`config.mk`:
```
export PLATFORM = sky130hd
export DESIGN_NAME = serial_adder
export DESIGN_NICKNAME = d
export VERILOG_FILES = /design/src/rtl/adder_pkg.sv /design/src/rtl/digit_adder.sv /design/src/rtl/serial_adder.sv
export SDC_FILE = /design/constraint.sdc
export NUM_CORES = 1
export LEC_CHECK = 0
export CAP_MARGIN = 5
export CORE_MARGIN = 1.5
export CORE_UTILIZATION = 38
export DETAILED_ROUTE_END_ITERATION = 8
export GPL_TIMING_DRIVEN = 0
export PLACE_DENSITY = 0.69
export REMOVE_ABC_BUFFERS = 1
export SYNTH_ARGS = -nofsm -noshare
export SYNTH_HDL_FRONTEND = slang
export SYNTH_SLANG_ARGS = --single-unit
```
`constraint.sdc`:
```
create_clock -name clk -period 2.7 [get_ports clk]
set_input_delay 0.54 -clock clk [delete_from_list [all_inputs] [get_ports clk]]
set_output_delay 0.54 -clock clk [all_outputs]
set_load 0.03 [all_outputs]
```
`src/rtl/adder_pkg.sv`:
```
// rtl/adder_pkg.sv - shared FSM encoding and parameter checks for the digit-serial adder
//
// Purpose: state encoding for serial_adder, a counter-width helper and a
// macro that rejects WIDTH/DIGIT combinations that do not split evenly.
// Ports: none (package).

`ifndef ADDER_PKG_MACROS
`define ADDER_PKG_MACROS
// Elaboration-time guard: WIDTH must be an exact multiple of DIGIT.
`define ADDER_CHECK_WIDTH(W, D) if (((W) % (D)) != 0) begin : g_bad_width $error("serial_adder: WIDTH must be a multiple of DIGIT"); end
`endif

package adder_pkg;

  localparam logic [1:0] ST_IDLE = 2'd0;
  localparam logic [1:0] ST_RUN  = 2'd1;
  localparam logic [1:0] ST_DONE = 2'd2;

  typedef enum logic [1:0] {
    S_IDLE = ST_IDLE,
    S_RUN  = ST_RUN,
    S_DONE = ST_DONE
  } state_t;

  // Digit counter width; a single-digit adder still gets a 1-bit counter.
  function automatic int cnt_width(input int ndig);
    return (ndig > 1) ? $clog2(ndig) : 1;
  endfunction

endpackage

```
`src/rtl/digit_adder.sv`:
```
// rtl/digit_adder.sv - combinational DIGIT-bit ripple-carry adder
//
// Purpose: adds one digit of each operand plus an incoming carry.
// Ports:
//   a, b  in  [DIGIT-1:0]  operand digits
//   cin   in  1            carry in
//   sum   out [DIGIT-1:0]  digit sum
//   cout  out 1            carry out of the top bit

module digit_adder #(
  parameter int DIGIT = 4
) (
  input  logic [DIGIT-1:0] a,
  input  logic [DIGIT-1:0] b,
  input  logic             cin,
  output logic [DIGIT-1:0] sum,
  output logic             cout
);

  logic [DIGIT:0] w_c;

  assign w_c[0] = cin;

  for (genvar i = 0; i < DIGIT; i++) begin : g_bit
    assign sum[i]    = a[i] ^ b[i] ^ w_c[i];
    assign w_c[i+1]  = (a[i] & b[i]) | (w_c[i] & (a[i] ^ b[i]));
  end

  assign cout = w_c[DIGIT];

endmodule

```
`src/rtl/serial_adder.sv`:
```
// rtl/serial_adder.sv - digit-serial adder with start/busy/done handshake
//
// Purpose: computes a + b + cin over WIDTH/DIGIT RUN cycles, LSB digit
// first, and reports carry-out and signed overflow.
// Ports:
//   clk    in   1      clock, rising edge
//   rst_n  in   1      asynchronous active-low reset
//   start  in   1      request; accepted only in IDLE or DONE
//   a, b   in   WIDTH  operands, captured on accepted start
//   cin    in   1      carry in, captured on accepted start
//   busy   out  1      high while in RUN
//   done   out  1      one-cycle pulse after the result registers load
//   sum    out  WIDTH  result, held until the next completion
//   cout   out  1      carry out of bit WIDTH-1
//   ovf    out  1      signed overflow

module serial_adder
  import adder_pkg::*;
#(
  parameter int WIDTH = 8,
  parameter int DIGIT = 4
) (
  input  logic             clk,
  input  logic             rst_n,
  input  logic             start,
  input  logic [WIDTH-1:0] a,
  input  logic [WIDTH-1:0] b,
  input  logic             cin,
  output logic             busy,
  output logic             done,
  output logic [WIDTH-1:0] sum,
  output logic             cout,
  output logic             ovf
);

  localparam int NDIG = WIDTH / DIGIT;
  localparam int CW   = cnt_width(NDIG);

  `ADDER_CHECK_WIDTH(WIDTH, DIGIT)

  state_t           r_state;
  state_t           w_next;

  logic [WIDTH-1:0] r_a_sh;
  logic [WIDTH-1:0] r_b_sh;
  logic [WIDTH-1:0] r_res;
  logic             r_carry;
  logic [CW-1:0]    r_cnt;
  logic             r_a_msb;
  logic             r_b_msb;
  logic [WIDTH-1:0] r_sum;
  logic             r_cout;
  logic             r_ovf;

  logic [DIGIT-1:0] w_d;
  logic             w_c;
  logic             w_accept;
  logic             w_last;
  logic [WIDTH-1:0] w_d_top;
  logic [WIDTH-1:0] w_res_next;

  assign w_accept = start && ((r_state == S_IDLE) || (r_state == S_DONE));
  assign w_last   = (r_state == S_RUN) && (r_cnt == CW'(NDIG - 1));

  digit_adder #(
    .DIGIT (DIGIT)
  ) u_digit_adder (
    .a    (r_a_sh[DIGIT-1:0]),
    .b    (r_b_sh[DIGIT-1:0]),
    .cin  (r_carry),
    .sum  (w_d),
    .cout (w_c)
  );

  // New digit enters at the top of the result register; after NDIG shifts
  // the first (LSB) digit has reached bit 0.
  assign w_d_top    = WIDTH'(w_d) << (WIDTH - DIGIT);
  assign w_res_next = (r_res >> DIGIT) | w_d_top;

  always_ff @(posedge clk or negedge rst_n) begin
    if (!rst_n) begin
      r_state <= S_IDLE;
    end else begin
      r_state <= w_next;
    end
  end

  always_comb begin
    w_next = r_state;
    case (r_state)
      S_IDLE:  if (start) w_next = S_RUN;
      S_RUN:   if (w_last) w_next = S_DONE;
      S_DONE:  w_next = start ? S_RUN : S_IDLE;
      default: w_next = S_IDLE;
    endcase
  end

  always_ff @(posedge clk or negedge rst_n) begin
    if (!rst_n) begin
      r_a_sh  <= '0;
      r_b_sh  <= '0;
      r_res   <= '0;
      r_carry <= 1'b0;
      r_cnt   <= '0;
      r_a_msb <= 1'b0;
      r_b_msb <= 1'b0;
      r_sum   <= '0;
      r_cout  <= 1'b0;
      r_ovf   <= 1'b0;
    end else if (w_accept) begin
      r_a_sh  <= a;
      r_b_sh  <= b;
      r_carry <= cin;
      r_cnt   <= '0;
      // Operand sign bits are shifted out during RUN, so keep them for ovf.
      r_a_msb <= a[WIDTH-1];
      r_b_msb <= b[WIDTH-1];
    end else if (r_state == S_RUN) begin
      r_a_sh  <= r_a_sh >> DIGIT;
      r_b_sh  <= r_b_sh >> DIGIT;
      r_res   <= w_res_next;
      r_carry <= w_c;
      r_cnt   <= r_cnt + CW'(1);
      if (w_last) begin
        r_sum  <= w_res_next;
        r_cout <= w_c;
        r_ovf  <= (r_a_msb == r_b_msb) && (w_res_next[WIDTH-1] != r_a_msb);
      end
    end
  end

  assign busy = (r_state == S_RUN);
  assign done = (r_state == S_DONE);
  assign sum  = r_sum;
  assign cout = r_cout;
  assign ovf  = r_ovf;

endmodule

```
* After elaboration in Yosys (flattened, before gate mapping)
Index checks and enable logic that the tools add are counted.
** Operators by class
- Mux-type cells :: 12
- Bitwise gates (word level) :: 22
- Equality and inequality tests :: 6
- Reductions and logical operators :: 9
- Add/sub/neg operators :: 1
** Operators by type and width (count)
- $mux W8 :: 4
- $and A1 B1 Y1 :: 8
- $or A4 B8 Y8 :: 1
- $xor A1 B1 Y1 :: 8
- $pmux W2 S3 :: 1
- $mux W1 :: 5
- $mux W2 :: 2
- $or A1 B1 Y1 :: 4
- $reduce_and A2 Y1 :: 2
- $logic_and A1 B1 Y1 :: 3
- $reduce_and A3 Y1 :: 1
- $eq A2 B1 Y1 const B :: 1
- $eq A2 B2 Y1 const B :: 1
- $logic_not A2 Y1 :: 1
- $ne A2 B1 Y1 const B :: 1
- $ne A2 B2 Y1 const B :: 1
- $reduce_bool A2 Y1 :: 1
- $add A1 B1 Y1 const B :: 1
- $eq A1 B1 Y1 :: 1
- $logic_or A1 B1 Y1 :: 1
- $ne A1 B1 Y1 :: 1
- $not A1 Y1 :: 1
** Word-level totals
- Logic and storage cells :: 61
- Input bits :: 20
- Flip-flop bits (word level) :: 40

* Depth between registers and ports, before layout
- Word-level depth :: 11
- Depth in mapped cells :: 9
- Mapped depth without buffers :: 9

* By module
A second synthesis with hierarchy kept.
** Second synthesis, totals
- Cell total of the unflattened synthesis :: 111
- Area, all modules :: 1541.5 µm²
** By module, submodules not included
- serial_adder :: cells an instance 97, times used 1, area each 1423.9 µm²
- digit_adder :: cells an instance 14, times used 1, area each 117.6 µm²

* Worst setup path after synthesis
No wires, ideal clock.
- Kind :: register to register
- Start point :: register r_a_sh[0]
- End point :: register r_ovf (netlist: ovf)
- Data arrival time :: 2.398 ns
- Cell stages (with the launch flop) :: 10
- Slack :: 0.220 ns
- Clock period less this slack :: 2.480 ns
- Buffers on the path :: 0
- Cell sequence :: dfrtp_1 -> fa_1 -> inv_1 -> fa_1 -> inv_1 -> fa_1 -> inv_1 -> fa_1 -> or3_1 -> a31oi_1
** Between the ends
- Longest elaborated chain between the ends :: 11
** Ends and longest elaborated chain
- start: declaration :: line serial_adder.sv:44 : logic [WIDTH-1:0] r_a_sh;
- start signal: assignment :: line serial_adder.sv:119 : r_a_sh <= r_a_sh >> DIGIT;
- $xor A1 B1 Y1 :: line digit_adder.sv:26 : assign w_c[i+1] = (a[i] & b[i]) | (w_c[i] & (a[i] ^ b[i]));
- $and A1 B1 Y1 :: line digit_adder.sv:26
- $or A1 B1 Y1 * :: line digit_adder.sv:26
- $and A1 B1 Y1 * :: line digit_adder.sv:26
- $or A1 B1 Y1 * :: line digit_adder.sv:26
- $and A1 B1 Y1 * :: line digit_adder.sv:26
- $or A1 B1 Y1 * :: line digit_adder.sv:26
- $xor A1 B1 Y1 * :: line digit_adder.sv:25 : assign sum[i] = a[i] ^ b[i] ^ w_c[i];
- $or A4 B8 Y8 * :: line serial_adder.sv:78 : assign w_res_next = (r_res >> DIGIT) | w_d_top;
- $ne A1 B1 Y1 * :: line serial_adder.sv:127 : r_ovf <= (r_a_msb == r_b_msb) && (w_res_next[WIDTH-1] != r_a_msb);
- $logic_and A1 B1 Y1 * :: line serial_adder.sv:127
- end signal: assignment :: line serial_adder.sv:127
- end: declaration :: line serial_adder.sv:53 : logic r_ovf;
Every way passes the cells marked *; elsewhere a longest branch is shown, timed or not.
A chain may end at the register's enable or synchronous reset.

* Final worst setup path
Ends and elaborated chain as after synthesis.

==> results.md <==
* Status: complete, no violations
* Post-route DRC at 0
* Final #Nets at 174
* Remaining Overflow, GRT at 0
* Final-report max-slew violation count at 0
* Mapped Cells at 117
* Register area at 901 µm²
* Post-route ant nets at 0
* Final HPWL DP at 1760 µm
* Placer Congestion at 0.758
* CTS tree: built
* CTS Buf Count at 5
* Inst Count DP at 190
* Initial Utilization at 40.7%
* Final setup fails at 0
* Layout cells sized above 1 at 16.7%
* IO Port Bufs at 31
* Clock Skew at 0.00659 ns
* YS warnings at 0
* Final Total Pwr at 2.56 mW
* Pleak at 0.897 nW
* Clock root buffer: clkbuf_8
* Top post-synthesis cells by area: dfrtp_1, a22o_1, mux2_2, fa_1, a221o_1
* Syn_area_per_cell at 13.0 µm²
* Routed length per placed instance at 12.9 µm
* Worst skew pair latency at 0.29 ns
* DRT Wirelength at 2560 µm
* Netlist Area Pre-Place at 1520 µm²
* Most common cell after layout, fill and taps aside: dfrtp_1
* CP required at 2.91 ns
* I/O Pins at 32
* WP data arrival at 2.78 ns
* Core area at 3740 µm²
* Worst path slowest cell: fa_2
* Min Tclk post-route at 2.57 ns
* Setup_tns at 0 ns
* Clock buffer depth at 2
* Worst vdd ir at 0.464 mV
* RSZ-0062 raised after global routing: false
* Maxcap violations at 0
* Synthesized flop and latch total at 36
* Number of global-route vias before repair at 963
* Fillers at 344
* Die width at 66.3 µm
* Final non-filler cell total at 198
* Crit. End Element: flip-flop
* H-tree depth at 2
* Critical Path Max Stage Delay at 0.44 ns
* Final hold vios at 0
* CTS Sinks at 36
* First-pass GRT wire length at 4350 µm
* Final Cell Area at 1960 µm²
* Clk pin slew, worst setup/hold paths at 0.07 ns
* Critical path fanouts, max at 3
* Rows at 22
* Area Overhead vs Synth at 28.6%
* Multi-input gate area at 532 µm²
* Initial antenna violation count at 0
* Synth cell types at 24
* Slew @ Worst Pin at 0.767 ns
* Yosys top cell by area: dfrtp_1
* Tcrit/Tclk final at 95.1%
* Die area at 4400 µm²
* 1st-pass router iterations at 4
* DRT iter0 DRCs at 17
* Layout Utilization at 52.3%
* Slew headroom at 48.8%
* Antenna Cells at 0
* Register area share after synthesis at 59.2%
* Commonest cells after routing, fill and taps aside: dfrtp_1, clkdlybuf4s50_1, a22o_1, nand2_1, mux2_2
* Critical path startpoint category: flip-flop
* Kind of critical path: reg2reg
* HP Class: in2async
* F_max at 390 MHz
* Global Route Usage Sum at 13.8%
* Routed via count at 990
* Placement-stage cell area at 1850 µm²
* Post-synth top area share at 59.2%
* Pwr/cell area at 1310 nW/µm²
* Largest net degree at the start of global routing at 37
* Vias/cell at 5.00
* Critical path, cell by cell: fa_2 > inv_1 > fa_1 > inv_1 > fa_1 > inv_2 > fa_2 > or3_1 > a31oi_1
* Die Span Y at 66.3 µm
[what timing repair did]
| item | 4_1_cts | 5_1_grt |
|---|---|---|
| setup endpoints to repair | 0 | 1 |
| buffers inserted | 0 | 1 |
| hold buffers | 0 | 0 |
| gates resized for setup | 0 | 3 |
[worst max-delay path, delay by kind of cell (launching register included)]
family	cells	cell delay (ns)
AND/OR/NAND/NOR	1	0.38
AO/OA/AOI/OAI	1	0.17
buffers and inverters	3	0.19
flip-flops	1	0.40
adder cells (fa/ha/maj)	4	1.34
[registers in the layout, summed over array words and instances, names as in the netlist]
register  flops
r_carry       1
r_res         4
r_cnt         1
r_a_msb       1
r_state       2
r_b_sh        8
r_b_msb       1
ovf           1
r_a_sh        8
cout          1
sum           8
[stage by stage]
step / hold WS, ns / worst slack [ns]
6_report: 0.324 / 0.134
3_5_place_dp: 0.467 / 0.0625
4_1_cts: 0.352 / 0.0502
3_3_place_gp: 0.459 / -0.320
2_1_floorplan: 0.244 / 0.220
5_1_grt: 0.375 / 0.0297
[layout make-up]
| type | count | share of cell area (%) |
|---|---|---|
| clock buffers | 7 | 4.92 |
| flip-flops and latches | 36 | 46.0 |
| repair buffers | 33 | 16.7 |
| multi-input cells | 65 | 27.2 |
| well taps | 48 | 3.07 |
| inverters | 9 | 2.11 |
[where the power goes]
group          internal (mW)  switching, mW  total, mW
Combinational          0.570          0.639       1.21
Sequential             0.802          0.141      0.942
Clock                  0.227          0.180      0.407
Total                   1.60          0.960       2.56
[synthesized netlist by cell type]
cell type  number
a21o_1          4
a21oi_1         1
a221o_1         5
a22o_1         12
a31oi_1         1
buf_2           3
buf_4           1
buf_6           3
dfrtp_1        36
fa_1            4
inv_1           8
inv_8           1
mux2_2          9
nand2_1        11
nand2b_1        1
nand3_1         1
nand3b_1        1
nor2_1          1
nor2_4          1
nor2b_1         2
nor3_1          4
o21ai_0         5
o21bai_1        1
or3_1           1
[per-layer routing]
layer,vias up,share of wire (%),track usage (%),routed length [µm]
li1,472,-,-,-
met4,0,2.1,6.89,53
met2,29,47,22.0,1210
met3,5,5.0,5.62,127
met1,484,46,15.8,1170
met5,-,0,0,0
[path summary, 6_finish.rpt]
| kind | from | to | slack (ns) | depth (start not counted) |
|---|---|---|---|---|
| hold / removal | rst_n | r_b_sh[5] | 0.32 | 1 |
| max in group asynchronous | rst_n | r_b_msb | 1.88 | 1 |
| min in group clk | r_res[7] | r_res[7] | 0.48 | 2 |
| hold reg to reg | r_res[7] | r_res[7] | 0.48 | 2 |
| setup / recovery | r_a_sh[0] | ovf | 0.13 | 9 |
| setup reg to reg | r_a_sh[0] | ovf | 0.13 | 9 |
[cells by family after synthesis]
kind of cell    after synthesis  share of synthesized area, %
flops                        36                          59.2
buf+inv                      16                          6.41
mux                           9                          6.66
simple gates                 23                          7.48
compound gates               29                          15.0
fa+ha+maj                     4                          5.26
(Power assumes the default switching activity.)
